===== src/rtl/lsu_subword_rmw.sv =====
// Load/store unit between the memory stage and a word-only data RAM.
// Loads are aligned and extended in a single cycle. Word stores pass straight
// through to the RAM. Byte and halfword stores use a two-cycle
// read-modify-write and stall the core for one cycle. Misaligned or illegal
// accesses are blocked, and the first one since the last clear is logged in
// sticky fault registers.
module lsu_subword_rmw #(
    parameter int AW = 10,
    parameter int DW = 32
) (
    input  logic          clk,
    input  logic          rst,
    input  logic          req_valid,
    input  logic          req_we,
    input  logic [2:0]    req_funct3,
    input  logic [AW-1:0] req_addr,
    input  logic [DW-1:0] req_wdata,
    output logic [DW-1:0] load_data,
    output logic          stall,
    output logic [AW-1:0] mem_addr,
    output logic          mem_we,
    output logic [DW-1:0] mem_wdata,
    input  logic [DW-1:0] mem_rdata,
    output logic          fault_valid,
    output logic [AW-1:0] fault_addr,
    input  logic          fault_clr
);

    typedef enum logic {IDLE = 1'b0, RMW_WR = 1'b1} state_t;

    state_t        state;
    state_t        state_next;
    logic [DW-1:0] rmw_buf;
    logic [AW-1:0] lat_addr;
    // A sub-word merge only ever needs the low halfword of the store data
    logic [15:0]   lat_wdata;
    logic [2:0]    lat_f3;

    logic          legal;
    logic          fault;
    logic          start_rmw;
    logic [7:0]    byte_lane;
    logic [15:0]   half_lane;
    logic [DW-1:0] merged;

    // Decode access legality from funct3 and address alignment
    always_comb begin
        legal = 1'b0;
        case (req_funct3)
            3'b000:  legal = 1'b1;
            3'b001:  legal = ~req_addr[0];
            3'b010:  legal = (req_addr[1:0] == 2'b00);
            3'b100:  legal = ~req_we;
            3'b101:  legal = ~req_we & ~req_addr[0];
            default: legal = 1'b0;
        endcase
        fault     = req_valid & ~legal & (state == IDLE);
        start_rmw = req_valid & legal & req_we & (req_funct3 != 3'b010) & (state == IDLE);
    end

    // Select the addressed byte and halfword lanes of the RAM read data
    always_comb begin
        byte_lane = mem_rdata[7:0];
        case (req_addr[1:0])
            2'b00:   byte_lane = mem_rdata[7:0];
            2'b01:   byte_lane = mem_rdata[15:8];
            2'b10:   byte_lane = mem_rdata[23:16];
            default: byte_lane = mem_rdata[31:24];
        endcase
        half_lane = req_addr[1] ? mem_rdata[31:16] : mem_rdata[15:0];
    end

    // Replace the latched lane of the buffered word with the new store data
    always_comb begin
        merged = rmw_buf;
        if (lat_f3 == 3'b001) begin
            if (lat_addr[1]) merged[31:16] = lat_wdata;
            else             merged[15:0]  = lat_wdata;
        end else begin
            case (lat_addr[1:0])
                2'b00:   merged[7:0]   = lat_wdata[7:0];
                2'b01:   merged[15:8]  = lat_wdata[7:0];
                2'b10:   merged[23:16] = lat_wdata[7:0];
                default: merged[31:24] = lat_wdata[7:0];
            endcase
        end
    end

    // Next-state and output logic for the two-state RMW sequencer
    always_comb begin
        state_next = state;
        mem_addr   = req_addr;
        mem_we     = 1'b0;
        mem_wdata  = req_wdata;
        stall      = 1'b0;
        load_data  = '0;
        case (state)
            IDLE: begin
                if (req_valid && legal) begin
                    if (!req_we) begin
                        case (req_funct3)
                            3'b000:  load_data = {{24{byte_lane[7]}}, byte_lane};
                            3'b100:  load_data = {24'b0, byte_lane};
                            3'b001:  load_data = {{16{half_lane[15]}}, half_lane};
                            3'b101:  load_data = {16'b0, half_lane};
                            default: load_data = mem_rdata;
                        endcase
                    end else if (req_funct3 == 3'b010) begin
                        mem_we = 1'b1;
                    end else begin
                        stall      = 1'b1;
                        state_next = RMW_WR;
                    end
                end
            end
            RMW_WR: begin
                mem_addr   = lat_addr;
                mem_we     = 1'b1;
                mem_wdata  = merged;
                state_next = IDLE;
            end
            default: state_next = IDLE;
        endcase
    end

    // State register; reset abandons any pending RMW write
    always_ff @(posedge clk or posedge rst) begin
        if (rst) state <= IDLE;
        else     state <= state_next;
    end

    // Capture the read word and the request when a sub-word store starts
    always_ff @(posedge clk or posedge rst) begin
        if (rst) begin
            rmw_buf   <= '0;
            lat_addr  <= '0;
            lat_wdata <= '0;
            lat_f3    <= '0;
        end else if (start_rmw) begin
            rmw_buf   <= mem_rdata;
            lat_addr  <= req_addr;
            lat_wdata <= req_wdata[15:0];
            lat_f3    <= req_funct3;
        end
    end

    // Sticky fault log: clear wins, otherwise only the first fault is kept
    always_ff @(posedge clk or posedge rst) begin
        if (rst) begin
            fault_valid <= 1'b0;
            fault_addr  <= '0;
        end else if (fault_clr) begin
            fault_valid <= 1'b0;
            fault_addr  <= '0;
        end else if (fault && !fault_valid) begin
            fault_valid <= 1'b1;
            fault_addr  <= req_addr;
        end
    end

endmodule


===== config.mk =====
export PLATFORM = sky130hd
export DESIGN_NAME = lsu_subword_rmw
export DESIGN_NICKNAME = d
export VERILOG_FILES = /design/src/rtl/lsu_subword_rmw.sv
export SDC_FILE = /design/constraint.sdc
export NUM_CORES = 1
export LEC_CHECK = 0
export CAP_MARGIN = 10
export CORE_ASPECT_RATIO = 0.8
export CORE_MARGIN = 4
export CORE_UTILIZATION = 48
export CTS_CLUSTER_SIZE = 24
export DETAILED_ROUTE_END_ITERATION = 7
export GPL_TIMING_DRIVEN = 0
export PLACE_DENSITY = 0.88
export SLEW_MARGIN = 40
export SYNTH_ARGS = -nofsm -noshare
export SYNTH_HDL_FRONTEND = slang
export SYNTH_SLANG_ARGS = --single-unit

===== constraint.sdc =====
create_clock -name clk -period 5.6 [get_ports clk]
set_input_delay 1.68 -clock clk [delete_from_list [all_inputs] [get_ports clk]]
set_output_delay 1.68 -clock clk [all_outputs]
set_load 0.02 [all_outputs]

Word-level counts from Yosys, hierarchy flattened
Cells that the tools add are included.
{"block": "totals", "elab_cells": 65, "ff_bits": 73, "output_inout_bits": 87, "input_bits": 82}
{"block": "classes", "n_bitwise": 11, "reduce_logical": 8, "n_eq_ne": 10, "mux": 29}
{"cell": "2-to-1 mux 32 bit", "count": 5}
{"cell": "one-hot mux 32 bit (4 select lines)", "count": 1}
{"cell": "2-to-1 mux 16 bit", "count": 3}
{"cell": "2-to-1 mux 8 bit", "count": 4}
{"cell": "2-to-1 mux 10 bit", "count": 3}
{"cell": "one-hot mux 8 bit (3 select lines)", "count": 1}
{"cell": "2-to-1 mux 1 bit", "count": 9}
{"cell": "AND 1 bit", "count": 7}
{"cell": "== test 3 x 1 -> 1 bit, second input constant", "count": 2}
{"cell": "== test 3 bit, second input constant", "count": 2}
{"cell": "one-hot mux 1 bit (5 select lines)", "count": 1}
{"cell": "== test 2 x 1 -> 1 bit, second input constant", "count": 2}
{"cell": "== test 2 bit, second input constant", "count": 2}
{"cell": "logical NOT 2 bit", "count": 2}
{"cell": "NOT 1 bit", "count": 4}
{"cell": "one-hot mux 1 bit (2 select lines)", "count": 2}
{"cell": "== test 3 x 2 -> 1 bit, second input constant", "count": 1}
{"cell": "logical NOT 3 bit", "count": 1}
{"cell": "inequality test 3 x 2 -> 1 bit, second input constant", "count": 1}
{"cell": "OR reduction 3 bit", "count": 1}
{"cell": "logical AND 1 bit", "count": 2}
{"cell": "nonzero test 2 bit", "count": 1}
{"cell": "logical NOT 1 bit", "count": 1}

Longest topological paths before layout
Gate-level depths: netlist (run 1).
{"block": "logic_depth", "word_depth": 9, "depth_mapped": 8}

Worst setup path before layout (run 1)
Ideal clock, no wire load.
{"block": "synth_timing", "kind": "input to output", "startpoint": "input port req_funct3[2]", "endpoint": "output port load_data[7]", "t_arrival_ns": 3.747, "n_path_buf": 2, "path_slack_ns": 0.173, "required_ns": 3.920, "path_stages": 5, "path_cell_list": "buf_6 > o31a_1 > or4b_1 > clkbuf_2 > a2111oi_0"}
{"block": "synth_between", "elab_chain_len": 5, "elab_cells_between_ends": 11, "cone_classes": "eq/ne: 4; mux: 5; reduce/logical: 2"}
{"item": "start: declaration", "line": "15", "source": "input logic [2:0] req_funct3,"}
{"item": "== test 3 bit, or another cell as far along", "line": "49, 101"}
{"item": "one-hot mux 32 bit (4 select lines) or one-hot mux 1 bit (5 select lines) (tied branches)", "line": "101, 49"}
{"item": "2-to-1 mux 32 bit or logical AND 1 bit (tied branches)", "line": "100, 99"}
{"item": "2-to-1 mux 32 bit (*)", "line": "99", "source": "if (req_valid && legal) begin"}
{"item": "2-to-1 mux 32 bit (*)", "line": "97", "source": "case (state)"}
{"item": "end: declaration", "line": "18", "source": "output logic [DW-1:0] load_data,"}
Every way passes the cells marked *; elsewhere a longest branch is shown, timed or not.

Worst setup path after layout (run 1)
{"block": "layout_timing", "startpoint": "input port req_addr[1]", "endpoint": "output port load_data[12]"}
{"block": "layout_between", "elab_chain_len": 6, "elab_cells_between_ends": 11, "cone_classes": "eq/ne: 2; mux: 7; reduce/logical: 2"}
{"item": "start: declaration", "line": "16", "source": "input logic [AW-1:0] req_addr,"}
{"item": "== test 2 bit, or another cell as far along", "line": "64", "source": "case (req_addr[1:0])"}
{"item": "one-hot mux 8 bit (3 select lines)", "line": "64"}
{"item": "one-hot mux 32 bit (4 select lines)", "line": "101", "source": "case (req_funct3)"}
{"item": "2-to-1 mux 32 bit", "line": "100", "source": "if (!req_we) begin"}
{"item": "2-to-1 mux 32 bit (*)", "line": "99"}
{"item": "2-to-1 mux 32 bit (*)", "line": "97"}
Marks and branches as above.

==> flow_summary.json, run 1 <==
{
  "outcome": "finished, final reports clean",
  "final.setup_skew_ps": 5.118,
  "area_delta_synth_final_pct": 47.22,
  "clockRootBuffer": "clkbuf_16",
  "viasPerCell": 6.126,
  "overflow": 0,
  "fmax_mhz": 178.9,
  "buffer_ports.inserted": 166,
  "rsz0062_at_grt": "false",
  "setup_viol": 0,
  "synth_warnings": 0,
  "diodes": 0,
  "cts_tree": "yes",
  "die_area_um2": 10790,
  "synth.top_cell.area_share_pct": 41.45,
  "layout.cells.non_filler": 748,
  "worst_setup_path_start_kind": "input port",
  "synthCells": 451,
  "cts_made_buffers": 9,
  "synthTopCellsByArea": "dfrtp_1 41%, mux2_2 17%, mux2i_1 6.1%",
  "wl_per_cell_um": 22.57,
  "place_congestion": 0.9905,
  "grt_max_degree": 60,
  "rows": 30,
  "synth_commonest_cells": "73 x dfrtp_1, 65 x mux2_2, 56 x nor2_1",
  "ir_drop_mv": 0.1510,
  "start_util_pct": 50.60,
  "final.setup.tns_ps": 0,
  "power.density_nw_per_um2": 288.4,
  "synth_enable_flop_cells": 0,
  "yosys.area.top_type": "dfrtp_1",
  "ant_nets": 0,
  "crit_path_end_kind": "output port",
  "fin_nets": 713,
  "tightest_slew_ps": 832.9,
  "clk_pin_slew_ps": 60,
  "grt_pass1_wl_um": 25830,
  "dp.cells": 730,
  "avgSynthCellArea_um2": 9.771,
  "p_leak_uw": 0.002824,
  "yosysMostFrequentCell": "dfrtp_1",
  "ioPinCount": 169,
  "required_ps": 3920,
  "clock_sinks": 73,
  "hold_violations": 0,
  "ys_ff_latch": 73,
  "finalMaxSlewViolations": 0,
  "core_um2": 8708,
  "htreeDepth": 3,
  "worst_hold_slack_ps": 495.4,
  "critPathKind": "in -> out",
  "dieWidth_um": 115.1,
  "drt_pre_antenna_iters": 5,
  "critical_path.max_fanout": 10,
  "post-route-period-util_pct": 99.83,
  "synth.distinct_cells": 37,
  "routed_wl_um": 16890,
  "clock_latency_ps": 340,
  "dieHeight_um": 93.70,
  "grt.total_usage_pct": 31.64,
  "syn_nets": 533,
  "remaining_drc_errors": 0,
  "slew_headroom_pct": 44.48,
  "drive_gt1_share_pct": 23.90,
  "synth_area_um2": 4407,
  "min_path_type": "reg -> reg",
  "maxCapViolCount": 0,
  "cts_buffer_depth": 2,
  "synth_ff_type": "dfrtp_1",
  "drt_iter0_drc": 510,
  "worst_ep_arrival_time_ps": 3910,
  "fin_crit_ps": 5590,
  "hpwl_um": 12640,
  "first_global_vias": 4711,
  "synth_seq_area_share_pct": 41.45,
  "antenna_found_initial": 0,
  "dr_total_vias": 4582,
  "synthArstFlopShare_pct": 100.0
}
[power by group]
part	switching [uW]	internal, uW
Combinational	297	291
Sequential	86.7	649
Clock	235	312
Total	619	1250
[layer usage]
layer,vias up,global-route usage (%),wire length [um]
met5,-,0,0
met4,0,10.95,563
met3,67,8.693,2081
met2,364,49.18,7754
met1,2172,42.60,6485
li1,1979,-,-
[cells by family after synthesis]
family / count (synthesis) / share of synthesized area [%]
AOI/OAI and AO/OA: 88 / 15.16
DFF: 73 / 41.45
and+or+nand+nor: 142 / 14.20
muxes: 97 / 24.02
buffers and inverters: 51 / 5.168
[cell usage in the layout, fill, tap and decap left out, types with 8 or more instances in the layout]
cell type | synthesis | final
dfrtp_1 | 73 | 73
o221a_2 | 16 | 16
nor2_1 | 56 | 54
o21ai_0 | 14 | 12
mux2i_1 | 27 | 27
nand2_1 | 50 | 50
clkbuf_1 | 21 | 16
clkbuf_2 | 1 | 9
nand2b_1 | 11 | 11
clkbuf_16 | 0 | 9
a21oi_1 | 24 | 24
mux2_2 | 65 | 65
inv_1 | 14 | 13
clkdlybuf4s50_1 | 0 | 133
buf_2 | 10 | 23
a31oi_1 | 8 | 8
[flip-flops by register name, summed over array words and instances, names as in the netlist]
name,flops
lat_addr,10
fault_valid,1
state,1
fault_addr,10
lat_wdata,16
rmw_buf,32
lat_f3,3
[what timing repair did]
action,4_1_cts,5_1_grt
hold buffers,0,0
gates resized for setup,101,28
buffers inserted,2,0
setup endpoints to repair,33,21
gates cloned,0,0
pin swaps,2,0
[worst paths after layout]
path,startpoint,endpoint,slack (ps),depth (start not counted)
setup / recovery,req_addr[1],load_data[12],10,7
hold / removal,rmw_buf[3],rmw_buf[3],500,1
setup reg to reg,state,lat_addr[0],3590,5
hold reg to reg,rmw_buf[3],rmw_buf[3],500,1
max in group asynchronous,rst,lat_wdata[10],3450,3
min in group asynchronous,rst,lat_addr[5],1620,2
[per-stage QoR]
stage	instance area, um^2	power [uW]	utilization [%]	setup slack [ps]
6_report	6487	1871	74.50	9.755
3_3_place_gp	6208	1277	71.29	-640.3
5_1_grt	6487	1949	74.50	1.621
4_1_cts	6519	1860	74.86	-48.53
3_5_place_dp	6241	1312	71.67	-698.3
2_1_floorplan	4407	1066	-	172.9
[critical path, stage by stage]
cell and delay, ps:
clkdlybuf4s50_1 450, o31a_1 290, or4b_1 510, clkbuf_4 190, buf_2 210, a221oi_2 260
clkdlybuf4s15_2 310
[final cells by class]
class,count,area (um^2)
Buffer,37,188.9
Clock buffer,10,239.0
Clock inverter,6,42.54
Fill cell,612,2221
Inverter,14,57.56
Multi-Input combinational cell,327,2399
Sequential cell,73,1827
Tap cell,112,140.1
Timing Repair Buffer,169,1594
Power figures use the tool's default switching activity.
==> run 2: changes to the inputs <==
CORE_MARGIN = unset   (was 4)
==> flow_summary.json, run 2 (same netlist as run 1, synthesis figures left out) <==
{
  "dieWidth_um": 109.1,
  "buffer_ports.inserted": 166,
  "antenna_found_initial": 0,
  "worst_ep_arrival_time_ps": 3870,
  "critPathKind": "in -> out",
  "die_area_um2": 9570,
  "ff2ff_path_depth": 5,
  "first_global_vias": 4358,
  "fin_nets": 713,
  "crit_path_end_kind": "output port",
  "hpwl_um": 11820,
  "drive_gt1_share_pct": 23.15,
  "routed_wl_um": 15800,
  "clk_pin_slew_ps": 60,
  "core_um2": 8708,
  "fill_cells": 620,
  "area_delta_synth_final_pct": 46.93,
  "rsz0062_at_grt": "false",
  "reg2reg_slack_ps": 3540,
  "viasPerCell": 6.047,
  "htreeDepth": 3,
  "largest-register": "rmw_buf",
  "final_cell_mix": "134 x clkdlybuf4s50_1, 73 x dfrtp_1, 65 x mux2_2, 56 x nor2_1, 50 x nand2_1",
  "grt_max_degree": 56,
  "power.density_nw_per_um2": 292.2,
  "ir_drop_mv": 0.2139,
  "ant_nets": 0,
  "critical_path.max_fanout": 10,
  "place_congestion": 0.9704,
  "min_to": "rmw_buf[2]",
  "fin_area_um2": 6475,
  "hold_depth": 1,
  "hold_start": "rmw_buf[2]",
  "clock_sinks": 73,
  "cts_buffer_depth": 2,
  "grt_pass1_wl_um": 23720,
  "cts_tree": "yes",
  "final.setup_skew_ps": 4.438,
  "worst_setup_path_start_kind": "input port",
  "remaining_drc_errors": 0,
  "grt.total_usage_pct": 33.68,
  "drt_pre_antenna_iters": 6,
  "drt_iter0_drc": 453,
  "top_regs": "rmw_buf (32), lat_wdata (16)",
  "cts_made_buffers": 9,
  "hold_violations": 0,
  "p_leak_uw": 0.002818,
  "outcome": "finished, final reports clean",
  "required_ps": 3920,
  "clock_latency_ps": 330,
  "dieHeight_um": 87.70,
  "dr_total_vias": 4517,
  "setup_viol": 0,
  "finalMaxSlewViolations": 0,
  "wl_per_cell_um": 21.15,
  "multi_input_area_um2": 2376,
  "r2r-end": "lat_addr[1]",
  "diodes": 0,
  "fin_crit_ps": 5549,
  "overflow": 0,
  "r2r_start": "state",
  "place_ws_ps": -721.5,
  "ioPinCount": 169,
  "largest_reg_flops": 32,
  "slew_headroom_pct": 49.83,
  "seqCellArea_um2": 1827,
  "placed_area_um2": 6241,
  "tightest_slew_ps": 752.5,
  "cts-hold-fix-buffers": 0,
  "maxCapViolCount": 0,
  "final_common_cell": "clkdlybuf4s50_1",
  "layout_setup_ws_ps": 50.86,
  "rows": 30,
  "post-route-period-util_pct": 99.09,
  "clockRootBuffer": "clkbuf_16",
  "fmax_mhz": 180.2,
  "min_path_type": "reg -> reg",
  "total_power_uw": 1892,
  "start_util_pct": 50.60
}
## run 2: how the worst max path moves through the flow
stage                        startpoint             to  slack [ps]  depth (start not counted)
after floorplan           req_funct3[2]   load_data[7]         170                          5
after global placement      req_addr[0]  load_data[22]        -630                          9
after detailed placement    req_addr[0]  load_data[22]        -720                          9
after CTS                   req_addr[1]          stall          -6                          7
after global routing        req_addr[0]   load_data[0]         0.9                          8
final                       req_addr[1]   load_data[0]          50                          7
## run 2: area by class of cell
class	count	area share (%)
clock inverter	5	0.8696
sequential	73	28.21
timing repair buffer	169	24.48
inverter	14	0.8889
clock buffer	10	3.691
tap	112	2.164
buffer	37	2.995
multi-input combinational	327	36.70
## run 2: worst max-delay path, cell delays in order
cell and delay (ps):
clkdlybuf4s50_1 450, o31a_1 290, or4b_1 490, clkbuf_4 190, buf_2 220, nor2_1 210, clkdlybuf4s15_1 330
## run 2: timing repair
| action | 4_1_cts | 5_1_grt |
|---|---|---|
| buffers inserted | 2 | 0 |
| endpoints found under the setup margin | 33 | 26 |
| pin swaps | 2 | 0 |
| resized for setup | 89 | 32 |
## run 2: through the flow
stage	setup TNS (ps)	utilization (%)	hold slack [ps]	instances
after CTS	-6.354	75.40	489.8	747
after detailed placement	-17750	71.67	476.0	730
after floorplan	0	-	458.0	451
final	0	74.35	493.8	747
after global placement	-15380	71.29	475.8	729
after global routing	0	74.35	511.1	747
## run 2: power breakdown
| group | internal (uW) | total (uW) | switching (uW) |
|---|---|---|---|
| logic | 290 | 574 | 284 |
| registers | 649 | 737 | 87.6 |
| clock network | 354 | 581 | 227 |
| total | 1290 | 1890 | 598 |
## run 2: layer usage
metal	global-route usage [%]	vias up	wire [um]
li1	-	1974	-
met5	0	-	0
met2	53.34	288	7148
met3	7.217	34	1527
met4	8.477	0	340
met1	47.10	2221	6783
==> run 3: changes to the inputs <==
SKIP_CTS_REPAIR_TIMING = 1   (was unset)
==> flow_summary.json, run 3 (same netlist as run 1, synthesis figures left out) <==
{
  "rows": 30,
  "cts_buffer_depth": 2,
  "ioPinCount": 169,
  "final.setup_skew_ps": 4.102,
  "worst-path-stages": 7,
  "ff2ff_path_depth": 5,
  "grt_pass1_wl_um": 23540,
  "critPathBufInv": 4,
  "worst_setup_path_start_kind": "input port",
  "setup_viol": 0,
  "clockRootBuffer": "clkbuf_16",
  "cts_tree": "yes",
  "overflow": 0,
  "cts_made_buffers": 9,
  "place_congestion": 0.9704,
  "power.density_nw_per_um2": 286.6,
  "hpwl_um": 11820,
  "largest_reg_flops": 32,
  "drive_gt1_share_pct": 22.34,
  "slew_headroom_pct": 49.54,
  "viasPerCell": 6.028,
  "place_ws_ps": -721.5,
  "final_cell_mix": "133 x clkdlybuf4s50_1, 73 x dfrtp_1, 65 x mux2_2, 56 x nor2_1, 50 x nand2_1",
  "p_leak_uw": 0.003136,
  "dr_total_vias": 4533,
  "start_util_pct": 50.60,
  "dieHeight_um": 87.70,
  "clock_latency_ps": 330,
  "tightest_slew_ps": 756.8,
  "min_path_type": "reg -> reg",
  "cpMaxStageDelayCell": "clkdlybuf4s50_1",
  "drt_iter0_drc": 373,
  "outcome": "finished, final reports clean",
  "hold_violations": 0,
  "fin_crit_ps": 5559,
  "first_global_vias": 4300,
  "remaining_drc_errors": 0,
  "grt_max_degree": 56,
  "largest-register": "rmw_buf",
  "antenna_found_initial": 0,
  "routed_wl_um": 16100,
  "r2r-end": "rmw_buf[30]",
  "critPathKind": "in -> out",
  "drt_pre_antenna_iters": 5,
  "core_um2": 8708,
  "worst_ep_arrival_time_ps": 3880,
  "area_delta_synth_final_pct": 50.28,
  "crit_path_end_kind": "output port",
  "dieWidth_um": 109.1,
  "clk_pin_slew_ps": 60,
  "hold_start": "rmw_buf[2]",
  "grt.total_usage_pct": 33.42,
  "maxCapViolCount": 0,
  "top_regs": "rmw_buf (32), lat_wdata (16)",
  "cp_top_family": "buffers and inverters",
  "total_power_uw": 1898,
  "cp_slowest_stage_delay_ps": 630,
  "r2r_start": "state",
  "path_cells": "clkdlybuf4s50_1 -> clkbuf_2 -> o21ai_0 -> a21oi_1 -> a2111oi_4 -> buf_6 -> clkdlybuf4s50_1",
  "finalMaxSlewViolations": 0,
  "clock_sinks": 73,
  "ant_nets": 0,
  "crit_top_cell": "clkdlybuf4s50_1",
  "diodes": 0,
  "ir_drop_mv": 0.2137,
  "critical_path.max_fanout": 11,
  "wl_per_cell_um": 21.40,
  "critPathLaunch": "req_funct3[0]",
  "crit_path_end": "stall",
  "reg2reg_slack_ps": 3510,
  "final_common_cell": "clkdlybuf4s50_1",
  "fin_nets": 718,
  "post-route-period-util_pct": 99.28,
  "die_area_um2": 9570,
  "htreeDepth": 3,
  "fmax_mhz": 179.9,
  "required_ps": 3920,
  "buffer_ports.inserted": 166,
  "layout_setup_ws_ps": 40.54
}
-- run 3: changes by cell type in the layout (fill, tap and decap cells not counted) --
cell and change:
o21ai_0 +1, buf_4 +6, buf_6 +1, buf_2 -18
clkdlybuf4s50_1 -1, clkbuf_4 -1, clkbuf_2 +8, buf_1 +1
dlymetal6s2s_1 +20, clkdlybuf4s15_1 -3, clkbuf_1 -1, dlygate4sd2_1 -7
o21ai_1 -1
-- run 3: worst min path at each step --
stage                     depth (start not counted)          end  slack [ps]
after global placement                            1   rmw_buf[2]         480
after detailed placement                          1   rmw_buf[2]         480
after CTS                                         1   rmw_buf[2]         490
after global routing                              1  lat_addr[6]         510
final                                             1   rmw_buf[2]         500
after floorplan                                   1   rmw_buf[0]         460
-- run 3: final cells by class --
cell class                 count  area, um^2
buffer                        37       197.7
clock buffer                  10       239.0
clock inverter                 5       56.30
fill                         595        2086
inverter                      14       57.56
multi-input combinational    327        2376
sequential                    73        1827
tap                          112       140.1
timing repair buffer         174        1729
-- run 3: stage by stage --
step	std cells	utilization [%]	hold slack (ps)	setup TNS [ps]	cell area [um^2]
after floorplan	451	-	458.0	0	4407
after global placement	729	71.29	475.8	-15380	6208
final	752	76.05	495.1	0	6623
after global routing	752	76.05	511.1	-0.9632	6623
after detailed placement	730	71.67	476.0	-17750	6241
after CTS	745	75.06	489.8	-18020	6536
-- run 3: power by group --
group | switching (uW) | internal (uW) | total (uW)
sequential | 87.3 | 649 | 737
combinational | 286 | 294 | 580
clock | 227 | 354 | 581
-- run 3: routing by layer --
layer / global-route usage, % / vias to the layer above / routed length, um
met5: 0 / - / 0
met4: 8.231 / 0 / 335
met3: 7.143 / 29 / 1671
met2: 52.66 / 311 / 7402
met1: 47.06 / 2206 / 6686
li1: - / 1987 / -
==> patch (settings of run 2) <==
The parameter `AW` goes from 10 to 11.
--- a/src/rtl/lsu_subword_rmw.sv
+++ b/src/rtl/lsu_subword_rmw.sv
@@ -5,7 +5,7 @@
 // accesses are blocked, and the first one since the last clear is logged in
 // sticky fault registers.
 module lsu_subword_rmw #(
-    parameter int AW = 10,
+    parameter int AW = 11,
     parameter int DW = 32
 ) (
     input  logic          clk,
Ports: changed (resized fault_addr, mem_addr and req_addr); port bits go from 169 to 172. The function was not compared with the original's and may differ.
==> patch against run 2 <==
  * Sequential power up 4.2%
  * Sequential share of layout area up 0.084 points
  * Wire length down 0.97%
  * Non-clock buffer count down 3
  * Power about the same
  * Clock skew up 0.0058 ns
  * Final area up 2.4%
  * Sequential cell count up 2
  * Synthesized area up 1.8%
  * Clock power down 5.9%
  * Cell count down 0.80%
  * Utilization down 1.3 points
  * Maximum frequency up 0.31%
  * Setup slack better by 0.017 ns
  * Largest power group unchanged
  * Highest routed layer unchanged
==> patch: results <==
set metrics [dict create \
    placed_cells 724 \
    fillerInstances 692 \
    synth.top_cell.area_share 0.418 \
    grt_pass1_wl_um 23700 \
    status "finished clean" \
    grt_pass1_vias 4364 \
    numPortBuffers 169 \
    clkPwrFrac 0.289 \
    cp_slowest_cell "mux4_2" \
    cp_top_family "buffers and inverters" \
    dp_hpwl_um 11900 \
    worstReg2RegEnd "lat_wdata[15]$_DFFE_PP0P_" \
    min_to "lat_addr[2]$_DFFE_PP0P_" \
    syn_avg_cell_area_sq_um 10.2 \
    drt_iter0_markers 254 \
    synth_fp_nets 522 \
    switchingPower_w 0.000635 \
    grt_util_met3 0.0847 \
    timing.hold.ws_ns 0.481 \
    dr.pass1.iters 7 \
    dr_wl_met2_um 7170 \
    yosysWarnings 0 \
    r2r_setup_slack_ns 3.81 \
    synthFlopType "dfrtp_1" \
    cts_buffers 9 \
    grt_util_met1 0.458 \
    wl_per_cell_um 21.1 \
    fin_cells 741 \
    post-place-ws_ns -0.492 \
    crit_end "load_data[29]" \
    top_regs "rmw_buf (32), lat_wdata (16)" \
    synth_cell_type_count 41 \
    clock_skew_ns 0.0103 \
    slowest_delay_ns 0.54 \
    dpl_cell_area_sq_mm 0.00635 \
    fin_nets 704 \
    powerDensity_mw_per_mm2 285 \
    tightestPinTransition_ns 0.752 \
    gp_congestion 0.936 \
    startpoint "mem_rdata[31]" \
    grtUsageTotal 0.332 \
    synth_common_cells "dfrtp_1, mux2_1, nand2_1, nor2_1, a21oi_1" \
    grt_max_degree 41 \
    layout-drive-gt1-share 0.137 \
    clock_latency_ns 0.34 \
    max-vdd-ir-drop_mv 0.147 \
    worstPathArrival_ns 3.85 \
    p_seq_frac 0.406 \
    wl_met1_um 6710 \
    fmax_ghz 0.181 \
    reg2regPathDepth 5 \
    route.met3.wl_um 1480 \
    htreeDepth 3 \
    min_from "lat_addr[2]$_DFFE_PP0P_" \
    synthTopCellsByArea "dfrtp_1, mux2_1, mux2_2, nand2_1, o221a_2" \
    vias_per_cell 5.93 \
    ys_seq_area_frac 0.418 \
    met2_usage 0.516 \
    leakage_nw 2.94 \
]
## patch: cell types whose count changed after synthesis, moves of 5 or more
cell,run 2,this run
a22o_1,0,11
mux2i_1,27,16
a21oi_1,24,32
nor2_1,56,44
o21ai_0,14,5
buf_2,10,3
mux2_2,65,19
and3_1,6,0
a222oi_1,5,0
mux2_1,5,57
## patch: logic make-up after synthesis
group                  after synthesis  share of synthesized area
AO/OA/AOI/OAI                       98                      0.161
buffers and inverters               47                     0.0639
flip-flops                          75                      0.418
multiplexers                        93                      0.232
AND/OR/NAND/NOR                    126                      0.125
## patch: layout make-up
class,count,area (sq um),area share
clock buffers,9,225,0.0340
flip-flops and latches,75,1880,0.283
repair buffers,171,1690,0.255
multi-input cells,317,2350,0.354
inverters,15,61.3,0.00924
clock inverters,7,56.3,0.00849
well taps,115,144,0.0217
plain buffers,32,234,0.0353
## patch: repair_timing
item	CTS	global route
buffers inserted	0	1
hold buffers	0	0
setup endpoints to repair	33	19
gates resized for setup	58	14
